### src/rtl/fsk2_bit_scheduler.sv
// -----------------------------------------------------------------------------
// fsk2_bit_scheduler
//
// Upstream control stage of the FSK2 transmitter. Accepts data words over a
// valid/ready handshake, serializes them bit by bit (each bit held for
// BIT_CYCLES clocks), drives the two-tone mux select, and fires a one-clock
// phase-restart pulse at the DDS that generates the tone of each new bit.
//
// Handshake: a word is accepted at a rising edge of sys_clk where data_valid
// and data_ready are both high. data_ready is combinational: high in IDLE, and
// in SEND only on the final clock of the final bit, so a waiting word follows
// the current one with zero gap. data_in is sampled only on accept.
//
// Ports:
//   sys_clk     in   system clock
//   sys_rst_n   in   asynchronous active-low reset
//   data_in     in   [DATA_W] word to transmit
//   data_valid  in   upstream has a word
//   data_ready  out  block can accept a word this cycle
//   tog_f0      out  one-clock restart pulse for the f0 DDS
//   tog_f1      out  one-clock restart pulse for the f1 DDS
//   sel_f1      out  tone mux select (1 = f1, 0 = f0)
//   bit_out     out  bit currently on air
//   busy        out  a word is being transmitted (also exposes the FSM state)
//   frame_done  out  one-clock pulse after a word's last bit ends
// -----------------------------------------------------------------------------
module fsk2_bit_scheduler #(
    parameter int DATA_W     = 8,
    parameter int BIT_CYCLES = 500,
    parameter int MSB_FIRST  = 1
) (
    input  logic              sys_clk,
    input  logic              sys_rst_n,
    input  logic [DATA_W-1:0] data_in,
    input  logic              data_valid,
    output logic              data_ready,
    output logic              tog_f0,
    output logic              tog_f1,
    output logic              sel_f1,
    output logic              bit_out,
    output logic              busy,
    output logic              frame_done
);

    localparam int CYC_W = $clog2(BIT_CYCLES);
    localparam int BIT_W = (DATA_W > 1) ? $clog2(DATA_W) : 1;
    localparam logic [CYC_W-1:0] CYC_LAST = CYC_W'(BIT_CYCLES - 1);
    localparam logic [BIT_W-1:0] BIT_LAST = BIT_W'(DATA_W - 1);

    typedef enum logic {
        IDLE = 1'b0,
        SEND = 1'b1
    } state_t;

    state_t            state_q, state_d;
    logic [DATA_W-1:0] shift_q, shift_d;
    logic [CYC_W-1:0]  cyc_cnt_q, cyc_cnt_d;
    logic [BIT_W-1:0]  bit_cnt_q, bit_cnt_d;
    logic              tog_f0_q, tog_f0_d;
    logic              tog_f1_q, tog_f1_d;
    logic              frame_done_q, frame_done_d;

    logic              last_cyc;
    logic              last_bit;
    logic              word_end;
    logic              accept;
    logic [DATA_W-1:0] shifted;
    logic              cur_bit;

    // The bit on air is always the end of the shift register nearest the
    // output; which end depends on MSB_FIRST.
    function automatic logic head_bit(input logic [DATA_W-1:0] v);
        return (MSB_FIRST != 0) ? v[DATA_W-1] : v[0];
    endfunction

    always_comb begin
        last_cyc   = (cyc_cnt_q == CYC_LAST);
        last_bit   = (bit_cnt_q == BIT_LAST);
        word_end   = (state_q == SEND) && last_cyc && last_bit;
        data_ready = (state_q == IDLE) || word_end;
        accept     = data_valid && data_ready;
        shifted    = (MSB_FIRST != 0) ? (shift_q << 1) : (shift_q >> 1);
        cur_bit    = head_bit(shift_q);
    end

    always_comb begin
        state_d      = state_q;
        shift_d      = shift_q;
        cyc_cnt_d    = cyc_cnt_q;
        bit_cnt_d    = bit_cnt_q;
        tog_f0_d     = 1'b0;
        tog_f1_d     = 1'b0;
        // Same condition for back-to-back and return-to-idle endings.
        frame_done_d = word_end;

        if (accept) begin
            // Covers both IDLE->SEND and the zero-gap reload at word end.
            state_d   = SEND;
            shift_d   = data_in;
            cyc_cnt_d = '0;
            bit_cnt_d = '0;
            tog_f1_d  = head_bit(data_in);
            tog_f0_d  = ~head_bit(data_in);
        end else begin
            case (state_q)
                SEND: begin
                    if (last_cyc) begin
                        cyc_cnt_d = '0;
                        if (last_bit) begin
                            state_d   = IDLE;
                            shift_d   = '0;
                            bit_cnt_d = '0;
                        end else begin
                            shift_d   = shifted;
                            bit_cnt_d = bit_cnt_q + 1'b1;
                            // Every bit restarts its tone, even a repeat.
                            tog_f1_d  = head_bit(shifted);
                            tog_f0_d  = ~head_bit(shifted);
                        end
                    end else begin
                        cyc_cnt_d = cyc_cnt_q + 1'b1;
                    end
                end
                default: begin
                    state_d = IDLE;
                end
            endcase
        end
    end

    always_ff @(posedge sys_clk or negedge sys_rst_n) begin
        if (!sys_rst_n) begin
            state_q      <= IDLE;
            shift_q      <= '0;
            cyc_cnt_q    <= '0;
            bit_cnt_q    <= '0;
            tog_f0_q     <= 1'b0;
            tog_f1_q     <= 1'b0;
            frame_done_q <= 1'b0;
        end else begin
            state_q      <= state_d;
            shift_q      <= shift_d;
            cyc_cnt_q    <= cyc_cnt_d;
            bit_cnt_q    <= bit_cnt_d;
            tog_f0_q     <= tog_f0_d;
            tog_f1_q     <= tog_f1_d;
            frame_done_q <= frame_done_d;
        end
    end

    // Outputs come straight from flops (shift register is cleared in IDLE,
    // the gating with busy just makes the idle value explicit).
    assign busy       = (state_q == SEND);
    assign bit_out    = busy & cur_bit;
    assign sel_f1     = bit_out;
    assign tog_f0     = tog_f0_q;
    assign tog_f1     = tog_f1_q;
    assign frame_done = frame_done_q;

endmodule

### config.mk
export PLATFORM = sky130hd
export DESIGN_NAME = fsk2_bit_scheduler
export DESIGN_NICKNAME = d
export VERILOG_FILES = /design/src/rtl/fsk2_bit_scheduler.sv
export SDC_FILE = /design/constraint.sdc
export NUM_CORES = 1
export LEC_CHECK = 0
export ABC_AREA = 1
export BUFFER_PORTS_ARGS = -buffer_cell sky130_fd_sc_hd__buf_2
export CELL_PAD_IN_SITES_DETAIL_PLACEMENT = 1
export CELL_PAD_IN_SITES_GLOBAL_PLACEMENT = 2
export CORE_MARGIN = 2
export CORE_UTILIZATION = 33
export DETAILED_ROUTE_END_ITERATION = 10
export PLACE_DENSITY = 0.82
export SYNTH_ARGS = -nofsm -noshare
export SYNTH_HDL_FRONTEND = slang
export SYNTH_SLANG_ARGS = --single-unit
### constraint.sdc
create_clock -name sys_clk -period 1.5 [get_ports sys_clk]
set_input_delay 0.075 -clock sys_clk [delete_from_list [all_inputs] [get_ports sys_clk]]
set_output_delay 0.075 -clock sys_clk [all_outputs]
set_load 0.005 [all_outputs]
---- After elaboration in Yosys (flattened, before gate mapping) ----
Index checks and enable logic that the tools add are counted.
word-level totals
  output and inout port bits .............. 7
  memory bits (read-only) ................. 0
  bits in registers ....................... 24
  memories kept ........................... 0
  memory bits (writable) .................. 0
  latch bits .............................. 0
operators by class
  bitwise gates (word level) .............. 4
  $mul .................................... 0
  add/subtract/negate cells ............... 2
  magnitude comparators ................... 0
  divide/modulo/power cells ............... 0
  equality and inequality tests ........... 2
  shifts and indexed selects .............. 0
  reductions and logical operators ........ 7
  mux-type cells .......................... 23
operator list
  kind                                         number
  two-way mux 8 bit                            4
  two-way mux 9 bit                            3
  two-way mux 1 bit                            12
  two-way mux 3 bit                            4
  adder 9 x 1 -> 9 bit, second input constant  1
  == test 9 bit, second input constant         1
  nonzero test 2 bit                           2
  adder 3 x 1 -> 3 bit, second input constant  1
  == test 3 bit, second input constant         1
  logical AND 1 bit                            3
  inverter 1 bit                               3
  AND reduction 2 bit                          1
  AND 1 bit                                    1
  logical OR 1 bit                             1

---- Logic depth before layout (Yosys ltp) ----
  word-level depth ........................ 7
  mapped depth ............................ 10

---- Worst setup path after synthesis ----
No wires, ideal clock.
  path kind ............................... flip-flop to flip-flop
  start point ............................. register bit_cnt_q[0]
  end point ............................... register shift_q[1]
  period minus slack after synthesis ...... 1.361 ns
  buffers on the path ..................... 1
  required time ........................... 1.384 ns
  arrival time ............................ 1.245 ns
  stages on the path, launching flop included .. 10
  slack ................................... 0.139 ns
  path through ............................ dfrtp_1 > ha_1 > ha_1 > nand3_1 > nand2_1 > buf_6 > nand3_1 > nand2_1 > nand2_1 > nand2_1
on the way
  longest elaborated chain between the ends .. 6
  elaborated cells between the ends (all ways) .. 11
  classes of those cells .................. 1 x eq/ne; 4 x mux; 6 x reduce/logical
ends and longest elaborated chain
  item                           line  RTL
  start: declaration             58    logic [BIT_W-1:0] bit_cnt_q, bit_cnt_d;
  start signal: assignment       144   bit_cnt_q <= bit_cnt_d;
  == test 3 bit *                78    last_bit = (bit_cnt_q == BIT_LAST);
  logical AND 1 bit *            79    word_end = (state_q == SEND) && last_cyc && last_bit;
  logical OR 1 bit *             80    data_ready = (state_q == IDLE) || word_end;
  via data_ready                 36    output logic data_ready,
  logical AND 1 bit *            81    accept = data_valid && data_ready;
  nonzero test 2 bit (no line)   -
  AND reduction 2 bit (no line)  -
  end signal: assignment         142   shift_q <= shift_d;
  end: declaration               56    logic [DATA_W-1:0] shift_q, shift_d;
Mark *: on every way through the listed nets, which the timed path passes. The rest lies on a longest branch. The select of a mux whose other input is x is not followed.
A chain may end at the register's enable or synchronous reset.

---- Worst setup path after layout ----
  start point ............................. register bit_cnt_q[1]
  end point ............................... output port data_ready
on the way
  longest elaborated chain between the ends .. 3
ends and longest elaborated chain
  item               line
  == test 3 bit      78
  logical AND 1 bit  79
  logical OR 1 bit   80
  end: declaration   36
Every way passes these cells.

==> results.sh <==
export IMPL_hold_depth=2
export IMPL_hp_class="in2reg"
export IMPL_synth_nets=168
export IMPL_r2r_cells=10
export IMPL_leakagePower_nw=0.865
export IMPL_design_area_sq_mm=0.00171
export IMPL_min_from="data_in[7]"
export IMPL_ys_types=24
export IMPL_root_buffer="clkbuf_8"
export IMPL_timing_rr_end="shift_q[6]$_DFFE_PN0P_"
export IMPL_slew_headroom_pct=61.9
export IMPL_dieArea_sq_mm=0.00441
export IMPL_placed_cell_area_sq_mm=0.00148
export IMPL_fin_cells=238
export IMPL_cts_tree="yes"
export IMPL_routed_wl_um=3570
export IMPL_end_kind="output port"
export IMPL_slew_viol_final=0
export IMPL_hpwl_um=2240
export IMPL_die_x_um=66.4
export IMPL_fmax_mhz=660
export IMPL_placed_cells=225
export IMPL_grt_pass1_wl_um=5890
export IMPL_coreArea_sq_mm=0.00372
export IMPL_worstPathMaxFanout=4
export IMPL_wl_per_cell_um=15.0
export IMPL_yosys_warnings=0
export IMPL_ir_drop_mv=0.367
export IMPL_min_to="tog_f0$_DFF_PN0_"
export IMPL_drive_gt1_share_pct=37.4
export IMPL_syn_to_final_growth_pct=33.4
export IMPL_cts_inserted_buffers=3
export IMPL_syn_inst=154
export IMPL_min_period_ns=1.51
export IMPL_max_cap_violations=0
export IMPL_cts_sinks=24
export IMPL_hold_worst_slack_ns=0.00964
export IMPL_fin_ws_ns=-0.0144
export IMPL_h_tree_depth=1
export IMPL_status="finished, violations left"
export IMPL_vias=1146
export IMPL_place_congestion=0.798
export IMPL_ys_ff_latch=24
export IMPL_antenna_left=0
export IMPL_synth_top_area_share_pct=46.7
export IMPL_arrival_ns=1.44
export IMPL_initial_core_util_pct=34.6
export IMPL_setup_viol=2
export IMPL_grt_max_degree=25
export IMPL_finalClockSkew_ns=0.00162
export IMPL_yosys_area_top_type="dfrtp_1"
export IMPL_synth_main_ff_cell="dfrtp_1"
export IMPL_power_density_mw_per_mm2=1180
export IMPL_grt_ovfl_total=0
export IMPL_finalSetupTns_ns=-0.0152
export IMPL_fin_util_pct=46.1
export IMPL_violations="negative setup slack"
export IMPL_synthesis_area_sq_mm=0.00128
export IMPL_worstReg2RegStart="bit_cnt_q[1]$_DFFE_PN0P_"
export IMPL_drc_errors=0
export IMPL_fill_cells=456
export IMPL_path_clk_slew_ns=0.09
export IMPL_rows=22
export IMPL_r2r_slack_ns=0
export IMPL_async_flop_share_pct=100
export IMPL_crit_type="reg2out"
export IMPL_min_period_over_period_pct=101
export IMPL_yosysSeqAreaShare_pct=46.7
export IMPL_insertion_delay_ns=0.28
export IMPL_numPortBuffers=17
export IMPL_cp_data_required_time_ns=1.42
export IMPL_io_pins=18
export IMPL_synthTopCellsByArea="dfrtp_1 47%, nand2_1 17%, nand3_1 5.8%"
export IMPL_synth_top_cells_by_count="59 x nand2_1, 24 x dfrtp_1, 15 x nand3_1"
export IMPL_hold_viol=0
export IMPL_cp_start_kind="register"
export IMPL_via_per_inst=4.82
export IMPL_die_h_um=66.4
export IMPL_n_antenna_cell=0
export IMPL_synth_enable_flop_cells=0
export IMPL_grtUsageTotal_pct=17.7
export IMPL_grt_pass1_vias=1211
export IMPL_clock_path_buffers=2
export IMPL_worst_slew_pin_slew_ns=0.571
export IMPL_rsz0062_at_grt="true"
export IMPL_yosys_cell_count_top_type="nand2_1"
export IMPL_antenna_found_initial=0
export IMPL_drtIter0Drc=25
export IMPL_syn_area_per_cell_sq_um=8.34
export IMPL_firstDrtPassIters=4
export IMPL_nets=205
## routing by layer
metal  up-vias  global-route usage (%)  wire [um]
met5         -                       0          0
met4         0                    4.59         40
met3         5                    3.07         71
met2        14                    29.4       1780
met1       568                    23.9       1680
li1        559                       -          -
## stage by stage
step / worst slack, ns / total power [mW]
6_report: -0.0144 / 2.03
5_1_grt: -0.0605 / 2.18
4_1_cts: -0.0161 / 1.98
3_5_place_dp: -0.0625 / 1.48
3_3_place_gp: 0.0263 / 1.45
2_1_floorplan: 0.139 / 1.25
## placed cells by master, fill, tap and decap left out
master         Yosys  routed
a21oi_1            4       4
a21oi_4            0       1
buf_12             1       3
buf_2              0      16
buf_4              1      14
buf_6              3       3
clkbuf_8           0       4
dfrtp_1           24      23
dfrtp_2            0       1
dlygate4sd3_1      0       1
ha_2               0       2
ha_4               0       1
inv_1              9       9
inv_2              1       1
inv_8              0       1
nand2_1           59      53
nand2_2            3       8
nand2_4            1       2
nand3_1           15      11
nand3_2            1       4
nand3_4            0       1
nand4_1            2       2
nor2_1             9       7
nor2_2             0       1
nor2_4             2       3
nor3_1             3       3
nor3_2             4       4
o21ai_0            2       1
o21ai_1            1       2
o21ai_2            1       1
xor2_1             3       3
## logic make-up after synthesis
group	count (synthesis)	share of synthesized area, %
AOI/OAI and AO/OA	9	4.09
xor gates and xnor gates	3	2.05
adders and majority gates	3	2.92
buffers and inverters	16	8.37
DFF	24	46.7
and+or+nand+nor	99	35.8
## state kept, by name (all words and copies together), names as in the netlist
register / count
busy: 1
cyc_cnt_q: 9
tog_f1: 1
frame_done: 1
bit_cnt_q: 3
shift_q: 8
tog_f0: 1
## power by group
group / leakage (nW) / internal [mW] / switching, mW / total [mW]
clock network: 0.0288 / 0.235 / 0.235 / 0.471
registers: 0.297 / 0.774 / 0.110 / 0.885
logic: 0.539 / 0.309 / 0.365 / 0.674
total: 0.865 / 1.32 / 0.711 / 2.03
## timing repair
| action | 4_1_cts | 5_1_grt |
|---|---|---|
| setup buffers | 6 | 2 |
| pin swaps | 5 | 5 |
| hold buffers | 1 | 0 |
| resized for setup | 10 | 16 |
| endpoints found under the hold margin | 24 | 0 |
| endpoints found under the setup margin | 10 | 16 |
## worst max-delay path: stages (launching register included)
cell,delay (ns)
dfrtp_1,0.41
ha_2,0.20
ha_4,0.17
nand3_4,0.08
nand2_4,0.06
buf_12,0.13
buf_6,0.10
## how the worst max path moves through the flow
stage / startpoint / cells after the start / to / slack (ns)
final: bit_cnt_q[1]$_DFFE_PN0P_ / 6 / data_ready / -0.01
after global routing: bit_cnt_q[0]$_DFFE_PN0P_ / 10 / shift_q[6]$_DFFE_PN0P_ / -0.06
after CTS: bit_cnt_q[1]$_DFFE_PN0P_ / 6 / data_ready / -0.02
after detailed placement: bit_cnt_q[0]$_DFFE_PN0P_ / 9 / shift_q[3]$_DFFE_PN0P_ / -0.06
after global placement: bit_cnt_q[0]$_DFFE_PN0P_ / 9 / shift_q[1]$_DFFE_PN0P_ / 0.03
after floorplan: bit_cnt_q[0]$_DFFE_PN0P_ / 9 / shift_q[1]$_DFFE_PN0P_ / 0.14
## final cells by class
type,count,area [sq um],area share [%]
Multi-Input combinational cell,114,659,38.5
Timing Repair Buffer,37,289,16.9
Inverter,11,48.8,2.85
Tap cell,48,60.1,3.50
Sequential cell,24,602,35.1
Clock buffer,4,55.1,3.21
(Power assumes the default switching activity.)
